==> src/rtl/logic_arbiter_if.sv <==
// Bundle of request/response signals between requesters and the shared logic unit.
// The arbiter uses the slave modport; requesters and the response consumer use the master modport.
interface logic_arbiter_if #(
    parameter int NUM_REQ = 4,
    parameter int DATA_W  = 32
);
    localparam int ID_W = (NUM_REQ > 1) ? $clog2(NUM_REQ) : 1;

    // Handshakes: a transfer happens on a rising edge where valid and ready are both 1.
    // req_valid may rise/fall freely before grant; req_ready never depends on resp_ready.
    logic [NUM_REQ-1:0]        req_valid;
    logic [NUM_REQ-1:0]        req_ready;
    logic [NUM_REQ*DATA_W-1:0] req_A;
    logic [NUM_REQ*DATA_W-1:0] req_B;
    logic [NUM_REQ*2-1:0]      req_op;
    logic                      resp_valid;
    logic                      resp_ready;
    logic [DATA_W-1:0]         resp_res;
    logic [ID_W-1:0]           resp_id;
    logic                      busy;
    logic [1:0]                state_dbg;

    modport master (
        output req_valid, req_A, req_B, req_op, resp_ready,
        input  req_ready, resp_valid, resp_res, resp_id, busy, state_dbg
    );

    modport slave (
        input  req_valid, req_A, req_B, req_op, resp_ready,
        output req_ready, resp_valid, resp_res, resp_id, busy, state_dbg
    );
endinterface

==> src/rtl/logic_arbiter.sv <==
// Round-robin arbiter sharing one AND/OR/XOR unit between NUM_REQ requesters,
// with a registered issue stage and a single id-tagged response channel.
module logic_arbiter #(
    parameter int NUM_REQ = 4,
    parameter int DATA_W  = 32
) (
    input logic clk,
    input logic rst,
    logic_arbiter_if.slave bus
);
    localparam int ID_W = (NUM_REQ > 1) ? $clog2(NUM_REQ) : 1;

    typedef enum logic [1:0] {
        IDLE = 2'd0,
        EXEC = 2'd1,
        RESP = 2'd2
    } state_t;

    state_t            state_q;
    state_t            state_d;
    logic [ID_W-1:0]   ptr_q;
    logic [DATA_W-1:0] a_q;
    logic [DATA_W-1:0] b_q;
    logic [1:0]        op_q;
    logic [ID_W-1:0]   id_q;
    logic [DATA_W-1:0] res_q;
    logic [ID_W-1:0]   rid_q;

    logic              grant_any;
    logic [ID_W-1:0]   grant_id;
    logic [DATA_W-1:0] sel_a;
    logic [DATA_W-1:0] sel_b;
    logic [1:0]        sel_op;
    logic [DATA_W-1:0] unit_res;
    logic              accept;
    logic              resp_take;

    // Round-robin search starting at ptr; wrap is explicit for non-power-of-two NUM_REQ.
    always_comb begin
        grant_any = 1'b0;
        grant_id  = '0;
        for (int k = 0; k < NUM_REQ; k++) begin
            int idx;
            idx = int'(ptr_q) + k;
            if (idx >= NUM_REQ) idx = idx - NUM_REQ;
            if (!grant_any && bus.req_valid[idx]) begin
                grant_any = 1'b1;
                grant_id  = ID_W'(idx);
            end
        end
    end

    always_comb begin
        sel_a  = '0;
        sel_b  = '0;
        sel_op = '0;
        for (int i = 0; i < NUM_REQ; i++) begin
            if (grant_id == ID_W'(i)) begin
                sel_a  = bus.req_A[i*DATA_W +: DATA_W];
                sel_b  = bus.req_B[i*DATA_W +: DATA_W];
                sel_op = bus.req_op[i*2 +: 2];
            end
        end
    end

    always_comb begin
        unit_res = '0;
        case (op_q)
            2'b00:   unit_res = a_q & b_q;
            2'b01:   unit_res = a_q | b_q;
            2'b10:   unit_res = a_q ^ b_q;
            default: unit_res = '0;
        endcase
    end

    assign accept    = (state_q == IDLE) && grant_any && !rst;
    assign resp_take = (state_q == RESP) && bus.resp_ready;

    // FSM state register
    always_ff @(posedge clk) begin
        if (rst) state_q <= IDLE;
        else     state_q <= state_d;
    end

    // FSM next-state logic
    always_comb begin
        state_d = state_q;
        case (state_q)
            IDLE:    if (grant_any) state_d = EXEC;
            EXEC:    state_d = RESP;
            RESP:    if (bus.resp_ready) state_d = IDLE;
            default: state_d = IDLE;
        endcase
    end

    // FSM outputs; req_ready is suppressed during reset even though state is IDLE.
    always_comb begin
        bus.req_ready = '0;
        if (accept) begin
            for (int i = 0; i < NUM_REQ; i++) begin
                bus.req_ready[i] = (grant_id == ID_W'(i));
            end
        end
        bus.resp_valid = (state_q == RESP);
        bus.busy       = (state_q != IDLE);
        bus.state_dbg  = state_q;
    end

    // Issue stage and response registers; reset drops any in-flight op.
    always_ff @(posedge clk) begin
        if (rst) begin
            ptr_q <= '0;
            a_q   <= '0;
            b_q   <= '0;
            op_q  <= '0;
            id_q  <= '0;
            res_q <= '0;
            rid_q <= '0;
        end else begin
            if (accept) begin
                a_q  <= sel_a;
                b_q  <= sel_b;
                op_q <= sel_op;
                id_q <= grant_id;
            end
            if (state_q == EXEC) begin
                res_q <= unit_res;
                rid_q <= id_q;
            end
            if (resp_take) begin
                if (rid_q == ID_W'(NUM_REQ - 1)) ptr_q <= '0;
                else                             ptr_q <= rid_q + ID_W'(1);
            end
        end
    end

    assign bus.resp_res = res_q;
    assign bus.resp_id  = rid_q;
endmodule
==> src/flat_wrapper.sv <==
// flat-port wrapper written by rule: the top's interface ports become plain ports
module logic_arbiter_flat 
#(
    parameter int NUM_REQ = 4,
    parameter int DATA_W  = 32
)
  (clk, rst, bus_req_valid, bus_req_A, bus_req_B, bus_req_op, bus_resp_ready, bus_req_ready, bus_resp_valid, bus_resp_res, bus_resp_id, bus_busy, bus_state_dbg);
  logic_arbiter_if #(.NUM_REQ(NUM_REQ), .DATA_W(DATA_W)) bus_i ();
  input logic clk;
  input logic rst;
  input wire logic [$bits(bus_i.req_valid)-1:0] bus_req_valid;
  input wire logic [$bits(bus_i.req_A)-1:0] bus_req_A;
  input wire logic [$bits(bus_i.req_B)-1:0] bus_req_B;
  input wire logic [$bits(bus_i.req_op)-1:0] bus_req_op;
  input wire logic [$bits(bus_i.resp_ready)-1:0] bus_resp_ready;
  output wire logic [$bits(bus_i.req_ready)-1:0] bus_req_ready;
  output wire logic [$bits(bus_i.resp_valid)-1:0] bus_resp_valid;
  output wire logic [$bits(bus_i.resp_res)-1:0] bus_resp_res;
  output wire logic [$bits(bus_i.resp_id)-1:0] bus_resp_id;
  output wire logic [$bits(bus_i.busy)-1:0] bus_busy;
  output wire logic [$bits(bus_i.state_dbg)-1:0] bus_state_dbg;
  assign bus_i.req_valid = bus_req_valid;
  assign bus_i.req_A = bus_req_A;
  assign bus_i.req_B = bus_req_B;
  assign bus_i.req_op = bus_req_op;
  assign bus_i.resp_ready = bus_resp_ready;
  assign bus_req_ready = bus_i.req_ready;
  assign bus_resp_valid = bus_i.resp_valid;
  assign bus_resp_res = bus_i.resp_res;
  assign bus_resp_id = bus_i.resp_id;
  assign bus_busy = bus_i.busy;
  assign bus_state_dbg = bus_i.state_dbg;
  logic_arbiter #(.NUM_REQ(NUM_REQ), .DATA_W(DATA_W)) u_core (.clk(clk), .rst(rst), .bus(bus_i));
endmodule
==> config.mk <==
export PLATFORM = sky130hd
export DESIGN_NAME = logic_arbiter_flat
export DESIGN_NICKNAME = d
export VERILOG_FILES = /design/src/rtl/logic_arbiter_if.sv /design/src/rtl/logic_arbiter.sv /design/src/flat_wrapper.sv
export SDC_FILE = /design/constraint.sdc
export NUM_CORES = 1
export LEC_CHECK = 0
export ABC_AREA = 0
export CORE_MARGIN = 3
export CORE_UTILIZATION = 43
export CTS_CLUSTER_DIAMETER = 80
export DETAILED_ROUTE_END_ITERATION = 16
export PLACE_DENSITY_LB_ADDON = 0.12
export SLEW_MARGIN = 10
export SYNTH_ARGS = -nofsm -noshare
export SYNTH_HDL_FRONTEND = slang
export SYNTH_SLANG_ARGS = --single-unit
==> constraint.sdc <==
create_clock -name clk -period 2.35 [get_ports clk]
set_input_delay 0.3525 -clock clk [delete_from_list [all_inputs] [get_ports clk]]
set_output_delay 0.3525 -clock clk [all_outputs]
set_load 0.02 [all_outputs]
==> results.json <==
{
  "met3_usage": 0.0795,
  "slew_viol_final": 0,
  "slowest_stage": "or3_4",
  "die-height_um": 134,
  "cts_max_level": 3,
  "worst_ep_arrival_time_ns": 1.94,
  "synth_edf_count": 0,
  "core_area_um2": 15900,
  "ios": 313,
  "nFillCells": 1363,
  "cts_setup_buffers": 0,
  "ys_async_sr_fraction": 0,
  "end_kind": "output pin",
  "drt_wl_total_um": 28000,
  "grt_remaining_overflow": 0,
  "ir_drop_v": 0.000378,
  "powerDensity_nw_per_um2": 544,
  "synth_area_leaders": "dfxtp_1 (30%), ha_1 (12%), o221ai_1 (8.8%)",
  "cts_tree": "built",
  "required_ns": 2.00,
  "fin_setup_tns_ns": 0,
  "synth-seq-cells": 106,
  "finalPower_mw": 5.97,
  "period_needed_ns": 2.29,
  "cts_root_buf": "clkbuf_16",
  "multi_input_area_um2": 4380,
  "synthesis.area_um2": 7040,
  "start_kind": "register",
  "reg2reg_setup_slack_ns": 0.15,
  "antenna_found_initial": 0,
  "path_delay_family": "simple AND/OR/NAND/NOR gates",
  "status": "complete, no violations",
  "finalWorstSetupSlack_ns": 0.0598,
  "fin_cells": 1387,
  "num_rows": 46,
  "wl_per_cell_um": 20.2,
  "whs_ns": 0.459,
  "max_stage_delay_ns": 0.41,
  "postCtsHoldBufs": 0,
  "cp.depth": 5,
  "critPathMaxFanout": 3,
  "dp_hpwl_um": 20000,
  "grt_max_degree": 68,
  "netlist_instances": 864,
  "ys_seq_area_frac": 0.301,
  "dp_slack_ns": -0.565,
  "seq_area_um2": 2130,
  "setup_viol": 0,
  "r2r_end": "u_core.b_q[19]",
  "pwr-share-seq": 0.372,
  "r2r_cells": 6,
  "max_cap_viol_count": 0,
  "ant_nets": 0,
  "via_count": 7912,
  "grt_pass1_wl_um": 43200,
  "hold_violations": 0,
  "finalNetCount": 1502,
  "crit_start": "u_core.bus.state_dbg[1]",
  "fin_crit_sh": 0.975,
  "yosysWarnings": 0,
  "cp-endpoint": "bus_req_ready[1]",
  "synth_ff_type": "dfxtp_1",
  "use_met2": 0.526,
  "initial_core_util": 0.442,
  "globalplace.congestion": 0.876,
  "synthDistinctLibCells": 46,
  "clock-sinks": 106,
  "avgSynthCellArea_um2": 8.15,
  "cp_cell_sequence": "or2_1 -> or3_4 -> a211oi_2 -> and2_1 -> buf_2",
  "drc": 0,
  "swShare": 0.328,
  "dieArea_um2": 18000,
  "clk_pin_slew_ns": 0.07,
  "grt_busiest_layer": "met2",
  "dp.cells": 1371,
  "power.internal_mw": 4.01,
  "p_sw_mw": 1.96,
  "drt-initial-drc-count": 520,
  "crit_buf_inv": 1,
  "drt_first_pass_iters": 5,
  "track_usage": 0.302,
  "rr_startpoint": "u_core.ptr_q[0]",
  "clk-insertion-delay-late_ns": 0.35,
  "crit_type": "reg2out",
  "rsz0062_at_grt": "no",
  "leakagePower_nw": 4.32,
  "grt_pass1_vias": 7963,
  "slew_headroom": 0.460,
  "diodes": 0,
  "comb_power_share": 0.370,
  "yosysTopAreaCell": "dfxtp_1",
  "synth_top_area_frac": 0.301,
  "drive_gt1_frac": 0.0922,
  "vias_per_cell": 5.70,
  "power.share.clock": 0.258,
  "tightest_slew_ns": 0.810,
  "worstHoldPathType": "reg2reg",
  "clockBufferDepth": 2,
  "met1_usage": 0.371,
  "synth_nets": 1200,
  "numCtsBuffers": 9,
  "fin_worst_skew_ns": 0.00623,
  "die_x_um": 134,
  "io_buffer_count": 312,
  "max_freq_mhz": 437,
  "area_growth_pct": 55.9
}
-- kinds of logic after synthesis --
group | synth area share
flip-flops | 0.301
AND/OR/NAND/NOR | 0.140
multiplexers | 0.0455
AO/OA/AOI/OAI | 0.311
adder cells (fa/ha/maj) | 0.115
buffers and inverters | 0.0865
-- placed cells by master (no fill, tap or decap), types with 41 or more instances in the layout --
| cell | instances |
|---|---|
| ha_1 | 65 |
| o21ai_0 | 95 |
| dfxtp_1 | 103 |
| o221ai_1 | 71 |
| nand2_1 | 61 |
| inv_1 | 65 |
| clkdlybuf4s50_1 | 303 |
| nor2_1 | 41 |
| a211oi_1 | 42 |
| buf_4 | 55 |
-- metal layers --
layer / vias to the layer above / routed length [um] / share of wire
met5: - / 0 / 0
met2: 318 / 13700 / 0.49
li1: 3818 / - / -
met1: 3749 / 11700 / 0.42
met4: 0 / 464 / 0.017
met3: 27 / 2210 / 0.079
-- worst register-to-register path, cell delays in order, from the launching register on --
cell and delay [ns]:
dfxtp_1 0.42, nor2b_2 0.08, or4b_4 0.57, nand2_8 0.11
buf_4 0.49, nor3_1 0.14, o32ai_1 0.31
-- worst min-delay path by stage --
| stage | start | to | cells past startpoint | slack, ns |
|---|---|---|---|---|
| floorplan | u_core.id_q[0] | u_core.id_q[0] | 1 | 0.43 |
| global placement | u_core.id_q[0] | u_core.id_q[0] | 1 | 0.44 |
| detailed placement | u_core.id_q[0] | u_core.id_q[0] | 1 | 0.44 |
| CTS | rst | u_core.id_q[0] | 4 | 0.45 |
| global route | u_core.id_q[0] | u_core.bus.resp_id[0] | 2 | 0.48 |
| finish | u_core.id_q[0] | u_core.id_q[0] | 1 | 0.46 |
-- state kept, by name, summed over array words and instances, names as in the netlist --
| signal | flops |
|---|---|
| u_core.bus.resp_res | 32 |
| u_core.bus.state_dbg | 2 |
| u_core.ptr_q | 2 |
| u_core.op_q | 2 |
| u_core.a_q | 32 |
| u_core.b_q | 32 |
| u_core.bus.resp_id | 2 |
| u_core.id_q | 2 |
-- synthesized netlist by cell type, drive strengths merged (25+ instances only) --
cell    count
dfxtp     106
o21ai     102
o221ai     71
inv        66
ha         65
nand2      63
clkbuf     55
a211oi     44
nor2       44
and3       39
mux2i      32
buf        28
a221oi     25
-- power groups by stage --
stage / combinational [mW] / sequential (mW) / clock (mW)
global placement: 2.14 / 2.25 / 0
CTS: 2.21 / 2.21 / 1.57
detailed placement: 2.19 / 2.25 / 0
finish: 2.21 / 2.22 / 1.54
floorplan: 1.05 / 2.27 / 0
global route: 2.43 / 2.24 / 1.64
-- what timing repair did --
| action | CTS | global route |
|---|---|---|
| cloned | 0 | 0 |
| gates resized for setup | 23 | 8 |
| endpoints found under the setup margin | 42 | 5 |
-- area by class of cell --
type | instances | share of cell area
multi-input cells | 609 | 0.399
repair buffers | 374 | 0.333
flip-flops and latches | 106 | 0.194
well taps | 216 | 0.0246
inverters | 66 | 0.0226
clock buffers | 11 | 0.0221
clock inverters | 5 | 0.00490
-- stage by stage --
stage	cell area, um2	utilization
finish	11000	0.689
global route	11000	0.689
CTS	11000	0.688
detailed placement	10700	0.669
global placement	10700	0.669
floorplan	7040	-
Power figures use the tool's default switching activity.
